[src/rtl/irq_request_ctrl.sv]
// irq_request_ctrl: synchronises and edge/level-detects an external interrupt
// pin, holds one pending request and raises intr to the fetch unit at a safe
// instruction boundary. The request is dropped on int_clr and nesting is
// blocked until the handler's RTI retires (rti_done).
//
// Ports:
//   clk, reset       clock, synchronous active-high reset
//   irq_in           external interrupt pin (asynchronous)
//   int_en           global interrupt enable
//   boundary         fetch unit at a single-word instruction boundary
//   stall_in         pipeline stall, blocks issuing a request
//   int_clr          fetch unit acknowledge (vector load done)
//   rti_done         one-cycle pulse when RTI retires
//   intr             interrupt request to the fetch unit
//   in_service       handler currently executing
//   pending          an un-issued request is latched
//   lost_cnt         saturating count of coalesced/dropped events
module irq_request_ctrl #(
    parameter int SYNC_STAGES = 2,
    parameter int EDGE_MODE   = 1,
    parameter int LOST_W      = 4
) (
    input  logic              clk,
    input  logic              reset,
    input  logic              irq_in,
    input  logic              int_en,
    input  logic              boundary,
    input  logic              stall_in,
    input  logic              int_clr,
    input  logic              rti_done,
    output logic              intr,
    output logic              in_service,
    output logic              pending,
    output logic [LOST_W-1:0] lost_cnt
);

    typedef enum logic [1:0] {
        IDLE    = 2'd0,
        ARMED   = 2'd1,
        REQ     = 2'd2,
        SERVICE = 2'd3
    } state_t;

    state_t                 r_state;
    logic [SYNC_STAGES-1:0] r_sync;
    logic                   r_s_d;
    logic                   r_q;
    logic                   r_intr;
    logic                   r_in_service;
    logic                   r_pending;
    logic [LOST_W-1:0]      r_lost;

    logic                   w_s;
    logic                   w_event;
    logic                   w_issue;
    logic                   w_lost_inc;

    assign w_s     = r_sync[SYNC_STAGES-1];
    assign w_issue = int_en & boundary & ~stall_in;

    // Level mode only samples the pin when a new request may be accepted:
    // in IDLE, or at the RTI retire cycle (re-arm if still asserted).
    always_comb begin
        w_event = 1'b0;
        if (EDGE_MODE != 0) begin
            w_event = w_s & ~r_s_d;
        end else begin
            w_event = w_s & ((r_state == IDLE) |
                             ((r_state == SERVICE) & rti_done));
        end
    end

    // An event is lost when no slot is free to hold it.
    always_comb begin
        w_lost_inc = 1'b0;
        unique case (r_state)
            ARMED:   w_lost_inc = w_event;
            REQ:     w_lost_inc = w_event;
            SERVICE: w_lost_inc = w_event & r_q;
            default: w_lost_inc = 1'b0;
        endcase
    end

    always_ff @(posedge clk) begin
        if (reset) begin
            r_sync <= '0;
            r_s_d  <= 1'b0;
        end else begin
            r_sync <= {r_sync[SYNC_STAGES-2:0], irq_in};
            r_s_d  <= w_s;
        end
    end

    always_ff @(posedge clk) begin
        if (reset) begin
            r_lost <= '0;
        end else if (w_lost_inc && (r_lost != {LOST_W{1'b1}})) begin
            r_lost <= r_lost + {{(LOST_W-1){1'b0}}, 1'b1};
        end
    end

    always_ff @(posedge clk) begin
        if (reset) begin
            r_state      <= IDLE;
            r_q          <= 1'b0;
            r_intr       <= 1'b0;
            r_in_service <= 1'b0;
            r_pending    <= 1'b0;
        end else begin
            unique case (r_state)
                IDLE: begin
                    if (w_event) begin
                        r_state   <= ARMED;
                        r_pending <= 1'b1;
                    end
                end
                ARMED: begin
                    if (w_issue) begin
                        r_state <= REQ;
                        r_intr  <= 1'b1;
                    end
                end
                REQ: begin
                    // Once raised, the request is held until acknowledged.
                    if (int_clr) begin
                        r_state      <= SERVICE;
                        r_intr       <= 1'b0;
                        r_pending    <= 1'b0;
                        r_in_service <= 1'b1;
                    end
                end
                SERVICE: begin
                    if (rti_done) begin
                        r_in_service <= 1'b0;
                        if (r_q) begin
                            r_state <= ARMED;
                            r_q     <= 1'b0;
                        end else if (w_event) begin
                            r_state   <= ARMED;
                            r_pending <= 1'b1;
                        end else begin
                            r_state <= IDLE;
                        end
                    end else if (w_event && !r_q) begin
                        r_q       <= 1'b1;
                        r_pending <= 1'b1;
                    end
                end
                default: r_state <= IDLE;
            endcase
        end
    end

    // Masked so a request is never visible in a reset cycle.
    assign intr       = r_intr & ~reset;
    assign in_service = r_in_service;
    assign pending    = r_pending;
    assign lost_cnt   = r_lost;

endmodule

[config.mk]
export PLATFORM = sky130hd
export DESIGN_NAME = irq_request_ctrl
export DESIGN_NICKNAME = d
export VERILOG_FILES = /design/src/rtl/irq_request_ctrl.sv
export SDC_FILE = /design/constraint.sdc
export NUM_CORES = 1
export LEC_CHECK = 0
export CORE_MARGIN = 1.5
export CORE_UTILIZATION = 35
export DETAILED_ROUTE_END_ITERATION = 10
export PLACE_DENSITY = 0.68
export SLEW_MARGIN = 15
export SYNTH_ARGS = -nofsm -noshare
export SYNTH_HDL_FRONTEND = slang
export SYNTH_SLANG_ARGS = --single-unit
[constraint.sdc]
create_clock -name clk -period 2.73 [get_ports clk]
set_input_delay 0.546 -clock clk [delete_from_list [all_inputs] [get_ports clk]]
set_output_delay 0.546 -clock clk [all_outputs]
set_load 0.05 [all_outputs]
==> results <==
- Measured against the total synthesized area, the mux share comes to 0.0150.
- Synthesis produced a netlist whose cell count is 69.
- The root buffer cell is sky130_fd_sc_hd__clkbuf_4.
- Dividing the final minimum period by the clock period gives 0.756.
- The fraction of the mapped netlist area in adder cells is 0.112.
- Setup repair after global routing left no endpoint under its margin.
- In this run the post-CTS setup repair buffer count came out at 0.
- The routed design uses 576 microns of met2 wire.
- When the netlist entered floorplanning its net count stood at 83.
- The final instance area is 872 sq um.
- The final layout contains 102 nets.
- The post-synth design cell area is 669 sq um.
- In this run the standard cell core region covers 0.00176 sq mm.
- The CTS tree is yes.
- The first element of the critical path is lost_cnt[2]$_SDFFE_PP0P_.
- The kind of critical path is reg -> out.
- The initial antenna violation count is 0.
- The detailed router finished its first iteration with 8 violations.
- The starting density of the core is 0.379.
- Of the total synthesized cell area, the portion taken by XOR and XNOR cells is 0.0131.
- Across the routed clock network, the largest skew measured is 7.24 ps.
- The fraction of the mapped netlist area in simple logic gates is 0.217.
- The area overhead of the layout relative to synthesis is 30.3%.
- The relative max-transition margin is 0.670.
- The area taken by flip-flops and latches is 260 sq um.
- The origin of the worst min-delay path is r_sync[0]$_SDFF_PP0_.
- Entering global routing, the biggest net connects 14 pins.
- The utilization after layout is 0.494.
- The max-slew violation count is 0.
- The count of nets left with antenna violations once routing finished came out at 0.
- The residual DRC count is 0.
- The first global-routing pass estimated 2030 microns of wire.
- Clock-pin slew was measured on the worst setup and hold paths at 80 ps.
- The total die area is 0.00218 sq mm.
- After legalization and detailed placement, the total HPWL measured 929 microns.
- The delay of the slowest cell on the worst path is 830 ps.
- The share of cells above drive strength 1 is 0.115.
- The overall die width is 46.7 microns.
- The number of H-tree branching levels is 1.
- After detailed placement, the design holds a cell count of 108.
- For this run, the number of standard cells in the final layout without fillers is 112.
- The leakage power of the design is 0.328 nW.
- The placed instances occupy a cell area of 846 sq um.
- The kind of launch point of the worst setup path is a register.
- The clock period minus final worst setup slack is 2060 ps.
- Data on the critical path arrives at its endpoint at 1520 ps.
- The count of buffering cells on the critical path with inverters included is 1.
- The slowest stage of the critical path is the sky130_fd_sc_hd__clkdlybuf4s50_1 cell.
- After synthesis, the netlist uses 27 different library cells.
- The maximum clock frequency is 485 MHz.
- Of all cell types, the one taking the most synthesized area is sky130_fd_sc_hd__dfxtp_1.
- The length of the first detailed-routing pass in iterations is 4.
- Of the synthesized area, sequential elements account for 0.389.
- Across every metal layer, demand over resource in global routing totals 0.136.
- Summing all multi-input logic gate instances after layout gives 382 sq um.
- TritonCTS created 3 clock buffers.
- The number of placement rows is 15.
- The run finished with clean final reports.
- The buffer depth of the longest clock path is 2.
- The count of buffers added on input and output ports is 14.
- Across the run, the number of max-cap violations was 0.
- On the critical path the largest part of the delay comes from buffers and inverters.
- Along the worst path, the maximum fanout reaches 5.
- The portion of synthesized cell area occupied by the leading cell type is 0.389.
- The number of warnings printed during yosys synthesis is 0.
- The count of clock tree sinks is 13.
- The filler cells instantiated in the layout total 172.
- The overall overflow remaining after global route is 0.
- The slew of the pin with the lowest slew margin is 494 ps.
- The post-detailed-route wirelength per cell is 11.3 microns.
- The final number of setup-violating endpoints is 0.
- Yosys attributes the largest share of cell area to sky130_fd_sc_hd__dfxtp_1, sky130_fd_sc_hd__ha_1, sky130_fd_sc_hd__a21oi_1.
- The met3 wirelength from detailed routing is 75 microns.
- The worst ir drop on vdd is 0.332 mV.
- The average footprint of a synthesized cell is 9.70 sq um.
- The worst setup path is captured at an output pin.
- The worst hold slack is 445 ps.
- 0 antenna diodes ended up in the layout.
- After detailed routing, the wire length on met1 is 591 microns.
- The worst flop-to-flop path startpoint is r_state[0]$_SDFFE_PP0P_.
- By area, the combinational part of the netlist is dominated by simple AND/OR/NAND/NOR gates.
- The count of boundary I/O pins is 15.
- Once the clock tree was built, the resizer swapped 0 gates to a different size.
- In the final timing run, aggregate negative setup slack is 0 ps.
- The number of global-route vias before repair is 486.
- For this block, the via count after detailed routing is 561.
- The compound-cell area share of the yosys netlist is 0.213.
- The quantity of hold-fixing buffers added after cts is 0.
- After detailed routing, no signal wire sits above met4.
- The min-delay analysis places its worst path in the category reg -> reg.
- The number of hold violations in the final report came to 0.
- Wires add up to 1260 microns.
- The final weighted congestion in routability-driven placement is 0.760.
- From bottom edge to top edge, the die measures 46.7 microns.
- The number of synthesized register bits is 13.
- The clock insertion delay at the later pin of the skew report is 290 ps.
- The worst path required time is 2180 ps.
- The total power divided by cell area is 628 mW/mm^2.
- Traced cell by cell, the critical path runs through clkdlybuf4s50_1.
- Dividing the detail-routed via count by the number of cells gives 5.01.
[power breakdown]
part	total, mW	switching (mW)	internal [mW]
logic	0.196	0.111	0.0854
registers	0.226	0.0160	0.210
clock network	0.125	0.0683	0.0569
[layout make-up]
class | count | area share
multi-input cells | 51 | 0.438
flip-flops and latches | 13 | 0.298
repair buffers | 15 | 0.181
well taps | 25 | 0.0359
clock buffers | 4 | 0.0301
inverters | 4 | 0.0172
[worst paths after layout]
check	endpoint	slack, ps	cells past startpoint
worst max-delay path	lost_cnt[2]	670	1
worst min-delay path	r_sync[1]$_SDFF_PP0_	450	1
worst max register to register	lost_cnt[3]$_SDFFE_PP0P_	1040	6
worst min register to register	r_sync[1]$_SDFF_PP0_	450	1
[sequential cells by signal, summed over array words and instances (netlist names)]
| signal | flops |
|---|---|
| r_s_d | 1 |
| r_state | 2 |
| r_sync | 2 |
| r_intr | 1 |
| r_q | 1 |
| in_service | 1 |
| pending | 1 |
| lost_cnt | 4 |
[metal layers]
metal | global-route usage | vias up
li1 | - | 286
met1 | 0.179 | 256
met2 | 0.200 | 17
met3 | 0.0462 | 2
met4 | 0.0667 | 0
met5 | 0 | -
[through the flow]
stage                     setup WS (ps)  power [mW]
after floorplan                     949       0.366
after global placement              839       0.423
after detailed placement            841       0.425
after CTS                           659       0.550
after global routing                621       0.580
final                               667       0.547
[cells in the mapped netlist]
master and n:
sky130_fd_sc_hd__inv_1 4, sky130_fd_sc_hd__nand4_1 2, sky130_fd_sc_hd__xor2_1 1, sky130_fd_sc_hd__or3_1 1, sky130_fd_sc_hd__nor3b_1 1, sky130_fd_sc_hd__a21oi_1 8, sky130_fd_sc_hd__a31o_2 1, sky130_fd_sc_hd__o21ai_0 3
sky130_fd_sc_hd__nand2b_1 1, sky130_fd_sc_hd__nand3_4 1, sky130_fd_sc_hd__nand2_1 3, sky130_fd_sc_hd__a31oi_1 1, sky130_fd_sc_hd__nor3b_4 1, sky130_fd_sc_hd__mux2i_1 1, sky130_fd_sc_hd__nand3b_1 1, sky130_fd_sc_hd__a311oi_1 1
sky130_fd_sc_hd__nor2_1 2, sky130_fd_sc_hd__dfxtp_1 13, sky130_fd_sc_hd__a21o_1 2, sky130_fd_sc_hd__dlymetal6s2s_1 1, sky130_fd_sc_hd__and2b_2 1, sky130_fd_sc_hd__nand3_1 2, sky130_fd_sc_hd__a211oi_1 4, sky130_fd_sc_hd__nor2b_1 5
sky130_fd_sc_hd__a41o_1 1, sky130_fd_sc_hd__ha_1 6, sky130_fd_sc_hd__a21o_2 1
[logic make-up (layout without fill, tap and decap cells)]
group           after synthesis  count (layout)
buf+inv                       5              23
flops                        13              13
fa+ha+maj                     6               6
simple gates                 21              21
mux                           1               1
xor+xnor                      1               1
compound gates               22              22
[cell usage in the layout (no fill, tap or decap), drive strengths merged, types with 2 or more instances in the layout]
cell and instances:
a211oi 4, a21o 3, a21oi 8, buf 2, clkbuf 4, clkdlybuf4s50 13, dfxtp 13, ha 6
inv 4, nand2 3, nand3 3, nand4 2, nor2 2, nor2b 5, nor3b 2, o21ai 3
No activity file was read; power rests on OpenSTA's default activity.
